## src/rtl/wb_sdram_arbiter_pkg.sv

```systemverilog
// Shared definitions for the SDRAM wishbone arbiter: wishbone cycle/burst
// type codes, the arbiter FSM state encoding and a constant log2 helper.
package wb_arb_pkg;

    // Wishbone cycle type identifiers
    localparam logic [2:0] CTI_CLASSIC = 3'b000;
    localparam logic [2:0] CTI_CONST   = 3'b001;
    localparam logic [2:0] CTI_INCR    = 3'b010;
    localparam logic [2:0] CTI_END     = 3'b111;

    // Wishbone burst type extensions
    localparam logic [1:0] BTE_LINEAR  = 2'b00;
    localparam logic [1:0] BTE_WRAP4   = 2'b01;
    localparam logic [1:0] BTE_WRAP8   = 2'b10;
    localparam logic [1:0] BTE_WRAP16  = 2'b11;

    // Width of the slave stall counter used by the timeout build
    localparam int STALL_W = 16;

    typedef enum logic [1:0] {
        ST_IDLE  = 2'b00,
        ST_BUSY  = 2'b01,
        ST_ABORT = 2'b10
    } arb_state_e;

    // Ceiling log2 for sizing the round-robin pointer (minimum 1 bit for N>=2)
    function automatic int clog2(input int value);
        int result;
        result = 0;
        for (int i = 0; i < 31; i++) begin
            result = (int'(32'd1 << i) < value) ? (i + 1) : result;
        end
        return result;
    endfunction

endpackage

```

## src/rtl/wb_sdram_arbiter_picker.sv

```systemverilog
// Round-robin priority picker: returns the first asserted request at or
// after the pointer position, wrapping around. Purely combinational.
module rr_priority_picker
    import wb_arb_pkg::*;
#(
    parameter int N  = 3,
    parameter int PW = clog2(N)
) (
    input  logic [N-1:0]  req,
    input  logic [PW-1:0] ptr,
    output logic [N-1:0]  winner,
    output logic          valid
);

    // Scan requests starting at the pointer; the first hit claims the grant
    always_comb begin
        logic [PW-1:0] idx_s;
        logic          hit_s;
        winner = '0;
        valid  = 1'b0;
        idx_s  = '0;
        hit_s  = 1'b0;
        for (int i = 0; i < N; i++) begin
            idx_s         = PW'((int'(ptr) + i) % N);
            hit_s         = ~valid & req[idx_s];
            winner[idx_s] = winner[idx_s] | hit_s;
            valid         = valid | hit_s;
        end
    end

endmodule

```

## src/rtl/wb_sdram_arbiter.sv

```systemverilog
// Wishbone N-master to 1-slave arbiter sharing the SDRAM controller port.
// Round-robin grant held for a whole bus cycle (cyc high), bursts included.
// Optional macro WB_ARB_TIMEOUT_EN adds a slave stall watchdog that errors
// the owner and parks the bus in ABORT until the owner drops cyc.
module wb_sdram_arbiter
    import wb_arb_pkg::*;
#(
    parameter int NUM_MASTERS    = 3,
    parameter int AW             = 32,
    parameter int DW             = 32,
    parameter int TIMEOUT_CYCLES = 1024
) (
    input  logic                          clock,
    input  logic                          reset_n,
    input  logic [NUM_MASTERS-1:0]        m_cyc_i,
    input  logic [NUM_MASTERS-1:0]        m_stb_i,
    input  logic [NUM_MASTERS-1:0]        m_we_i,
    input  logic [NUM_MASTERS*AW-1:0]     m_adr_i,
    input  logic [NUM_MASTERS*DW-1:0]     m_dat_i,
    input  logic [NUM_MASTERS*DW/8-1:0]   m_sel_i,
    input  logic [NUM_MASTERS*3-1:0]      m_cti_i,
    input  logic [NUM_MASTERS*2-1:0]      m_bte_i,
    output logic [DW-1:0]                 m_dat_o,
    output logic [NUM_MASTERS-1:0]        m_ack_o,
    output logic [NUM_MASTERS-1:0]        m_err_o,
    output logic [NUM_MASTERS-1:0]        m_rty_o,
    output logic                          s_cyc_o,
    output logic                          s_stb_o,
    output logic                          s_we_o,
    output logic [AW-1:0]                 s_adr_o,
    output logic [DW-1:0]                 s_dat_o,
    output logic [DW/8-1:0]               s_sel_o,
    output logic [2:0]                    s_cti_o,
    output logic [1:0]                    s_bte_o,
    input  logic [DW-1:0]                 s_dat_i,
    input  logic                          s_ack_i,
    input  logic                          s_err_i,
    input  logic                          s_rty_i,
    output logic [NUM_MASTERS-1:0]        grant_o
);

    localparam int N  = NUM_MASTERS;
    localparam int PW = clog2(NUM_MASTERS);
    localparam int SW = DW / 8;

    arb_state_e     state_q, state_d;
    logic [N-1:0]   grant_q, grant_d;
    logic [PW-1:0]  ptr_q, ptr_d;
    logic [PW-1:0]  owner_q, owner_d;

    logic [N-1:0]   pick_s;
    logic           pick_valid_s;
    logic [PW-1:0]  pick_idx_s;
    logic           own_cyc_s;
    logic           own_stb_s;
    logic           resp_s;
    logic           timeout_hit_s;

    rr_priority_picker #(
        .N  (N),
        .PW (PW)
    ) u_picker (
        .req    (m_cyc_i),
        .ptr    (ptr_q),
        .winner (pick_s),
        .valid  (pick_valid_s)
    );

    assign own_cyc_s = m_cyc_i[owner_q];
    assign own_stb_s = own_cyc_s & m_stb_i[owner_q];
    assign resp_s    = s_ack_i | s_err_i | s_rty_i;
    assign grant_o   = grant_q;

    // Convert the picker's one-hot winner into a master index
    always_comb begin
        pick_idx_s = '0;
        for (int i = 0; i < N; i++) begin
            pick_idx_s = pick_idx_s | (pick_s[i] ? PW'(i) : {PW{1'b0}});
        end
    end

`ifdef WB_ARB_TIMEOUT_EN
    localparam logic [STALL_W-1:0] STALL_LIMIT = STALL_W'(TIMEOUT_CYCLES - 1);

    logic [STALL_W-1:0] stall_q, stall_d;

    assign timeout_hit_s = (state_q == ST_BUSY) & own_stb_s & ~resp_s & (stall_q == STALL_LIMIT);

    // Stall counter: counts strobed cycles without any slave response
    always_comb begin
        if (state_q != ST_BUSY) begin
            stall_d = '0;
        end else if (resp_s || timeout_hit_s) begin
            stall_d = '0;
        end else if (own_stb_s) begin
            stall_d = stall_q + {{(STALL_W-1){1'b0}}, 1'b1};
        end else begin
            stall_d = stall_q;
        end
    end

    // Stall counter register
    always_ff @(posedge clock) begin
        if (!reset_n) begin
            stall_q <= '0;
        end else begin
            stall_q <= stall_d;
        end
    end
`else
    assign timeout_hit_s = 1'b0;
`endif

    // State register: FSM state, grant, round-robin pointer and owner index
    always_ff @(posedge clock) begin
        if (!reset_n) begin
            state_q <= ST_IDLE;
            grant_q <= '0;
            ptr_q   <= '0;
            owner_q <= '0;
        end else begin
            state_q <= state_d;
            grant_q <= grant_d;
            ptr_q   <= ptr_d;
            owner_q <= owner_d;
        end
    end

    // Next-state: arbitrate in IDLE, hold the owner until its cyc drops
    always_comb begin
        state_d = state_q;
        grant_d = grant_q;
        ptr_d   = ptr_q;
        owner_d = owner_q;
        case (state_q)
            ST_IDLE: begin
                if (pick_valid_s) begin
                    state_d = ST_BUSY;
                    grant_d = pick_s;
                    owner_d = pick_idx_s;
                    ptr_d   = (pick_idx_s == PW'(N - 1)) ? {PW{1'b0}} : (pick_idx_s + {{(PW-1){1'b0}}, 1'b1});
                end else begin
                    state_d = ST_IDLE;
                end
            end
            ST_BUSY: begin
                if (!own_cyc_s) begin
                    state_d = ST_IDLE;
                    grant_d = '0;
                end
`ifdef WB_ARB_TIMEOUT_EN
                else if (timeout_hit_s) begin
                    state_d = ST_ABORT;
                end
`endif
                else begin
                    state_d = ST_BUSY;
                end
            end
            ST_ABORT: begin
`ifdef WB_ARB_TIMEOUT_EN
                if (!own_cyc_s) begin
                    state_d = ST_IDLE;
                    grant_d = '0;
                end else begin
                    state_d = ST_ABORT;
                end
`else
                // Unreachable without the watchdog; recover to a clean idle bus
                state_d = ST_IDLE;
                grant_d = '0;
`endif
            end
            default: begin
                state_d = ST_IDLE;
                grant_d = '0;
            end
        endcase
    end

    // Outputs: owner's request muxed to the slave, responses to the owner only
    always_comb begin
        s_cyc_o = 1'b0;
        s_stb_o = 1'b0;
        s_we_o  = 1'b0;
        s_adr_o = '0;
        s_dat_o = '0;
        s_sel_o = '0;
        s_cti_o = 3'b000;
        s_bte_o = 2'b00;
        m_dat_o = '0;
        m_ack_o = '0;
        m_err_o = '0;
        m_rty_o = '0;
        case (state_q)
            ST_BUSY: begin
                s_cyc_o          = own_cyc_s;
                s_stb_o          = own_stb_s;
                s_we_o           = own_cyc_s & m_we_i[owner_q];
                s_adr_o          = m_adr_i[int'(owner_q)*AW +: AW] & {AW{own_cyc_s}};
                s_dat_o          = m_dat_i[int'(owner_q)*DW +: DW] & {DW{own_cyc_s}};
                s_sel_o          = m_sel_i[int'(owner_q)*SW +: SW] & {SW{own_cyc_s}};
                s_cti_o          = m_cti_i[int'(owner_q)*3 +: 3] & {3{own_cyc_s}};
                s_bte_o          = m_bte_i[int'(owner_q)*2 +: 2] & {2{own_cyc_s}};
                m_dat_o          = s_dat_i;
                m_ack_o[owner_q] = s_ack_i;
                m_err_o[owner_q] = s_err_i | timeout_hit_s;
                m_rty_o[owner_q] = s_rty_i;
            end
            ST_ABORT: begin
                // Slave is cut off; late responses are swallowed
                s_cyc_o = 1'b0;
            end
            default: begin
                s_cyc_o = 1'b0;
            end
        endcase
    end

endmodule

```

## config.mk

```make
export PLATFORM = sky130hd
export DESIGN_NAME = wb_sdram_arbiter
export DESIGN_NICKNAME = d
export VERILOG_FILES = /design/src/rtl/wb_sdram_arbiter_pkg.sv /design/src/rtl/wb_sdram_arbiter_picker.sv /design/src/rtl/wb_sdram_arbiter.sv
export SDC_FILE = /design/constraint.sdc
export NUM_CORES = 1
export LEC_CHECK = 0
export ABC_AREA = 1
export CAP_MARGIN = 10
export CORE_AREA = 2 2 149 151
export CTS_CLUSTER_DIAMETER = 50
export DETAILED_ROUTE_END_ITERATION = 16
export DIE_AREA = 0 0 151 153
export GPL_ROUTABILITY_DRIVEN = 0
export PLACE_DENSITY = 0.56
export SLEW_MARGIN = 10
export SYNTH_ARGS = -nofsm -noshare
export SYNTH_HDL_FRONTEND = slang
export SYNTH_SLANG_ARGS = --single-unit
export TNS_END_PERCENT = 1
```

## constraint.sdc

```tcl
create_clock -name clock -period 2.1 [get_ports clock]
set_input_delay 0.63 -clock clock [delete_from_list [all_inputs] [get_ports clock]]
set_output_delay 0.63 -clock clock [all_outputs]
set_load 0.1 [all_outputs]
```

==> results of run 1 <==
==> metrics by stage <==
stage	setup slack (ps)	hold WS, ps	instance area (um2)	TNS (ps)
2_1_floorplan	-1010	462	3520	-78880
3_3_place_gp	-895	477	9250	-67410
3_5_place_dp	-925	485	9250	-69070
4_1_cts	-454	490	9420	-32670
5_1_grt	-479	540	9460	-33950
6_report	-403	514	9460	-28290
==> cells in the final DEF, fill, tap and decap left out, drive strengths merged <==
master,netlist,final
a21oi,11,11
a31oi,75,75
buf,17,169
clkbuf,19,3
clkdlybuf4s15,0,1
clkdlybuf4s50,0,260
dfxtp,8,8
dlygate4sd2,0,1
ha,3,3
inv,51,52
nand2,293,293
nand3,12,12
nand4,1,1
nor2,16,16
o21ai,3,3
o22ai,1,1
or2,1,1
==> power by group through the flow <==
stage / Combinational (uW) / Sequential [uW] / Clock, uW
3_5_place_dp: 13100 / 287 / 0
3_3_place_gp: 13000 / 287 / 0
2_1_floorplan: 7980 / 436 / 0
4_1_cts: 13300 / 292 / 329
6_report: 13200 / 298 / 328
5_1_grt: 13800 / 307 / 338
==> logic make-up after synthesis <==
kind of cell             after synthesis  share of synthesized area, %
AND/OR/NAND/NOR                      323                          41.6
AO/OA/AOI/OAI                         90                          38.7
buffers and inverters                 87                          13.1
flip-flops                             8                          5.35
adder cells (fa/ha/maj)                3                          1.25
==> flip-flops by register name (all words and copies together) (netlist names) <==
signal,flops
owner_q,2
grant_o,3
ptr_q,2
state_q,1
==> worst max path at each step <==
stage,start,endpoint,cells after the start
finish,m_cyc_i[2],s_adr_o[0],10
global route,m_cyc_i[2],s_adr_o[0],10
CTS,m_cyc_i[0],s_adr_o[0],10
detailed placement,m_cyc_i[0],s_adr_o[0],9
global placement,m_cyc_i[0],s_adr_o[0],9
floorplan,m_cyc_i[0],s_adr_o[0],8
==> per-layer routing <==
metal | up-vias | track usage, % | share of wire [%]
met3 | 14 | 2.75 | 7.7
li1 | 2437 | - | -
met5 | - | 0 | 0
met4 | 0 | 2.58 | 1.1
met1 | 2191 | 18.0 | 39
met2 | 236 | 28.5 | 52
==> cell type report <==
cell class / instances / area share [%]
clock buffers: 3 / 0.794
well taps: 280 / 3.70
repair buffers: 431 / 59.3
repair inverters: 1 / 0.119
inverters: 51 / 2.20
multi-input cells: 416 / 32.1
flip-flops and latches: 8 / 1.72
==> tightest hold or removal path: stages (launching register included) <==
cell and delay [ps]:
dfxtp_1 320, nand3_1 90, a21oi_1 50
==> repair_timing <==
| action | CTS | global route |
|---|---|---|
| endpoints found under the setup margin | 85 | 93 |
| gates cloned | 1 | 0 |
| setup buffers | 2 | 1 |
| pin swaps | 6 | 2 |
| gates resized for setup | 37 | 9 |
==> results.py, run 1 <==
metrics = {
    "power": {
        "powerDensity_mw_per_mm2": 1470,
        "total_power_uw": 13900,
        "p_clk_share_pct": 2.4,
        "comb_power_share_pct": 95.5,
        "leakage_uw": 0.00354,
        "power_frac_seq_pct": 2.2,
        "internal-power_uw": 5170,
        "ir_drop_uv": 738,
        "switching_share_pct": 62.7,
        "switchingPower_uw": 8690,
    },
    "synthesis": {
        "ys.flop_type": "dfxtp_1",
        "synthesis.nets": 779,
        "async_flop_share_pct": 0,
        "yosys.area.top_type_share_pct": 36.6,
        "synth_area_leaders": "nand2_1, a31oi_4, a31oi_1",
        "ys_types": 25,
        "yosys-top-cells-count": "nand2_1, inv_1, a31oi_4",
        "synth_edf_count": 0,
        "yosysWarnings": 0,
        "syn_area_mm2": 0.00299,
        "avgSynthCellArea_um2": 5.85,
        "synthCells": 511,
        "synth-seq-area-share_pct": 5.35,
        "yosys_register_bits": 8,
        "synth_largest_area_cell": "nand2_1",
        "yosysMostFrequentCell": "nand2_1",
    },
    "critical_path": {
        "rr_worst_depth": 14,
        "r2r-end": "ptr_q[0]",
        "crit_path_frequent_cell": "buf_12",
        "crit_arrival_ps": 1870,
        "crit_path_top_delay_cell": "buf_12",
        "critPathBufInv": 6,
        "end_kind": "output port",
        "path_cells": "buf_2 -> inv_2 -> o22ai_2 -> o21ai_2 -> nor2_4 -> buf_12 -> inv_16 -> buf_12 -> a31oi_4 -> buf_12",
        "crit_family": "buffers and inverters",
        "cp_max_fo": 7,
        "cp_slowest_stage_delay_ps": 210,
        "reg2reg_from": "ptr_q[0]",
        "critPathKind": "in -> out",
        "worst_setup_path_start_kind": "primary input",
        "ff2ff_setup_slack_ps": 280,
        "required_ps": 1470,
    },
    "status": {
        "outcome": "finished, violations left",
        "violations": "negative setup slack",
    },
    "clock_tree": {
        "tritoncts": "built",
        "cts_sinks": 8,
        "cts_buffer_depth": 2,
        "cts_hold_buf": 0,
        "cts_max_level": 1,
        "numCtsBuffers": 3,
        "clk_latency_ps": 240,
        "cts_root_buffer": "clkbuf_16",
        "clk_pin_slew_ps": 40,
    },
    "cells_and_area": {
        "fillers": 2106,
        "drive_gt1_share_pct": 31.1,
        "synthToLayoutAreaGrowth_pct": 216,
        "finalNonFillerCells": 1190,
        "finish.net_count": 1180,
        "regArea_um2": 163,
        "postLayoutCoreUtil_pct": 44.0,
        "antenna_cells": 0,
        "multi_input_area_mm2": 0.00304,
    },
    "die": {
        "die_area_mm2": 0.0231,
        "rows": 54,
        "die_width_um": 151,
        "core-area_mm2": 0.0215,
        "fp.dieH_um": 153,
        "io_pins": 385,
        "initial_core_util_pct": 13.9,
    },
    "timing": {
        "tightest_slew_ps": 269,
        "setup_slack_ps": -403,
        "rsz0062_at_grt": "yes",
        "drv_slew": 0,
        "fmax_mhz": 399,
        "worst_clock_skew_ps": 4.72,
        "final.period_utilization_pct": 119,
        "final-setup-viol-count": 83,
        "layout_min_cycle_time_ps": 2500,
        "relSlewSlack_pct": 82.1,
        "hold_viol_final": 0,
    },
    "drt": {
        "viasPerCell": 4.10,
        "wl_per_cell_um": 15.7,
        "wirelength_um": 18600,
        "vias": 4878,
        "dr.pass1.iters": 4,
        "drc_errors": 0,
        "drtIter0Drc": 201,
        "ant_nets": 0,
    },
    "flow_run": {
        "maxCapViolCount": 0,
    },
    "global_routing": {
        "antenna_found_initial": 0,
        "grt_pass1_wl_um": 27700,
        "grtUsageTotal_pct": 15.2,
        "grt_overflow": 0,
        "grt_pass1_vias": 4875,
        "grt_max_degree": 45,
    },
    "min_path": {
        "hold_depth": 2,
        "min_path_type": "reg -> reg",
        "hold_end": "grant_o[2]",
        "min_from": "grant_o[2]",
    },
    "placement": {
        "dpl.cell_count": 1183,
        "dp_hpwl_um": 15700,
        "io_buffers": 384,
    },
}
No activity file was read; power rests on OpenSTA's default activity.
==> run 2, diff against run 1 <==
- ABC_CLOCK_PERIOD_IN_PS: not set -> 2100
- HOLD_SLACK_MARGIN: not set -> 0.1
==> results of run 2 <==
Final layout, timing and power as in run 1 (identical DEF).
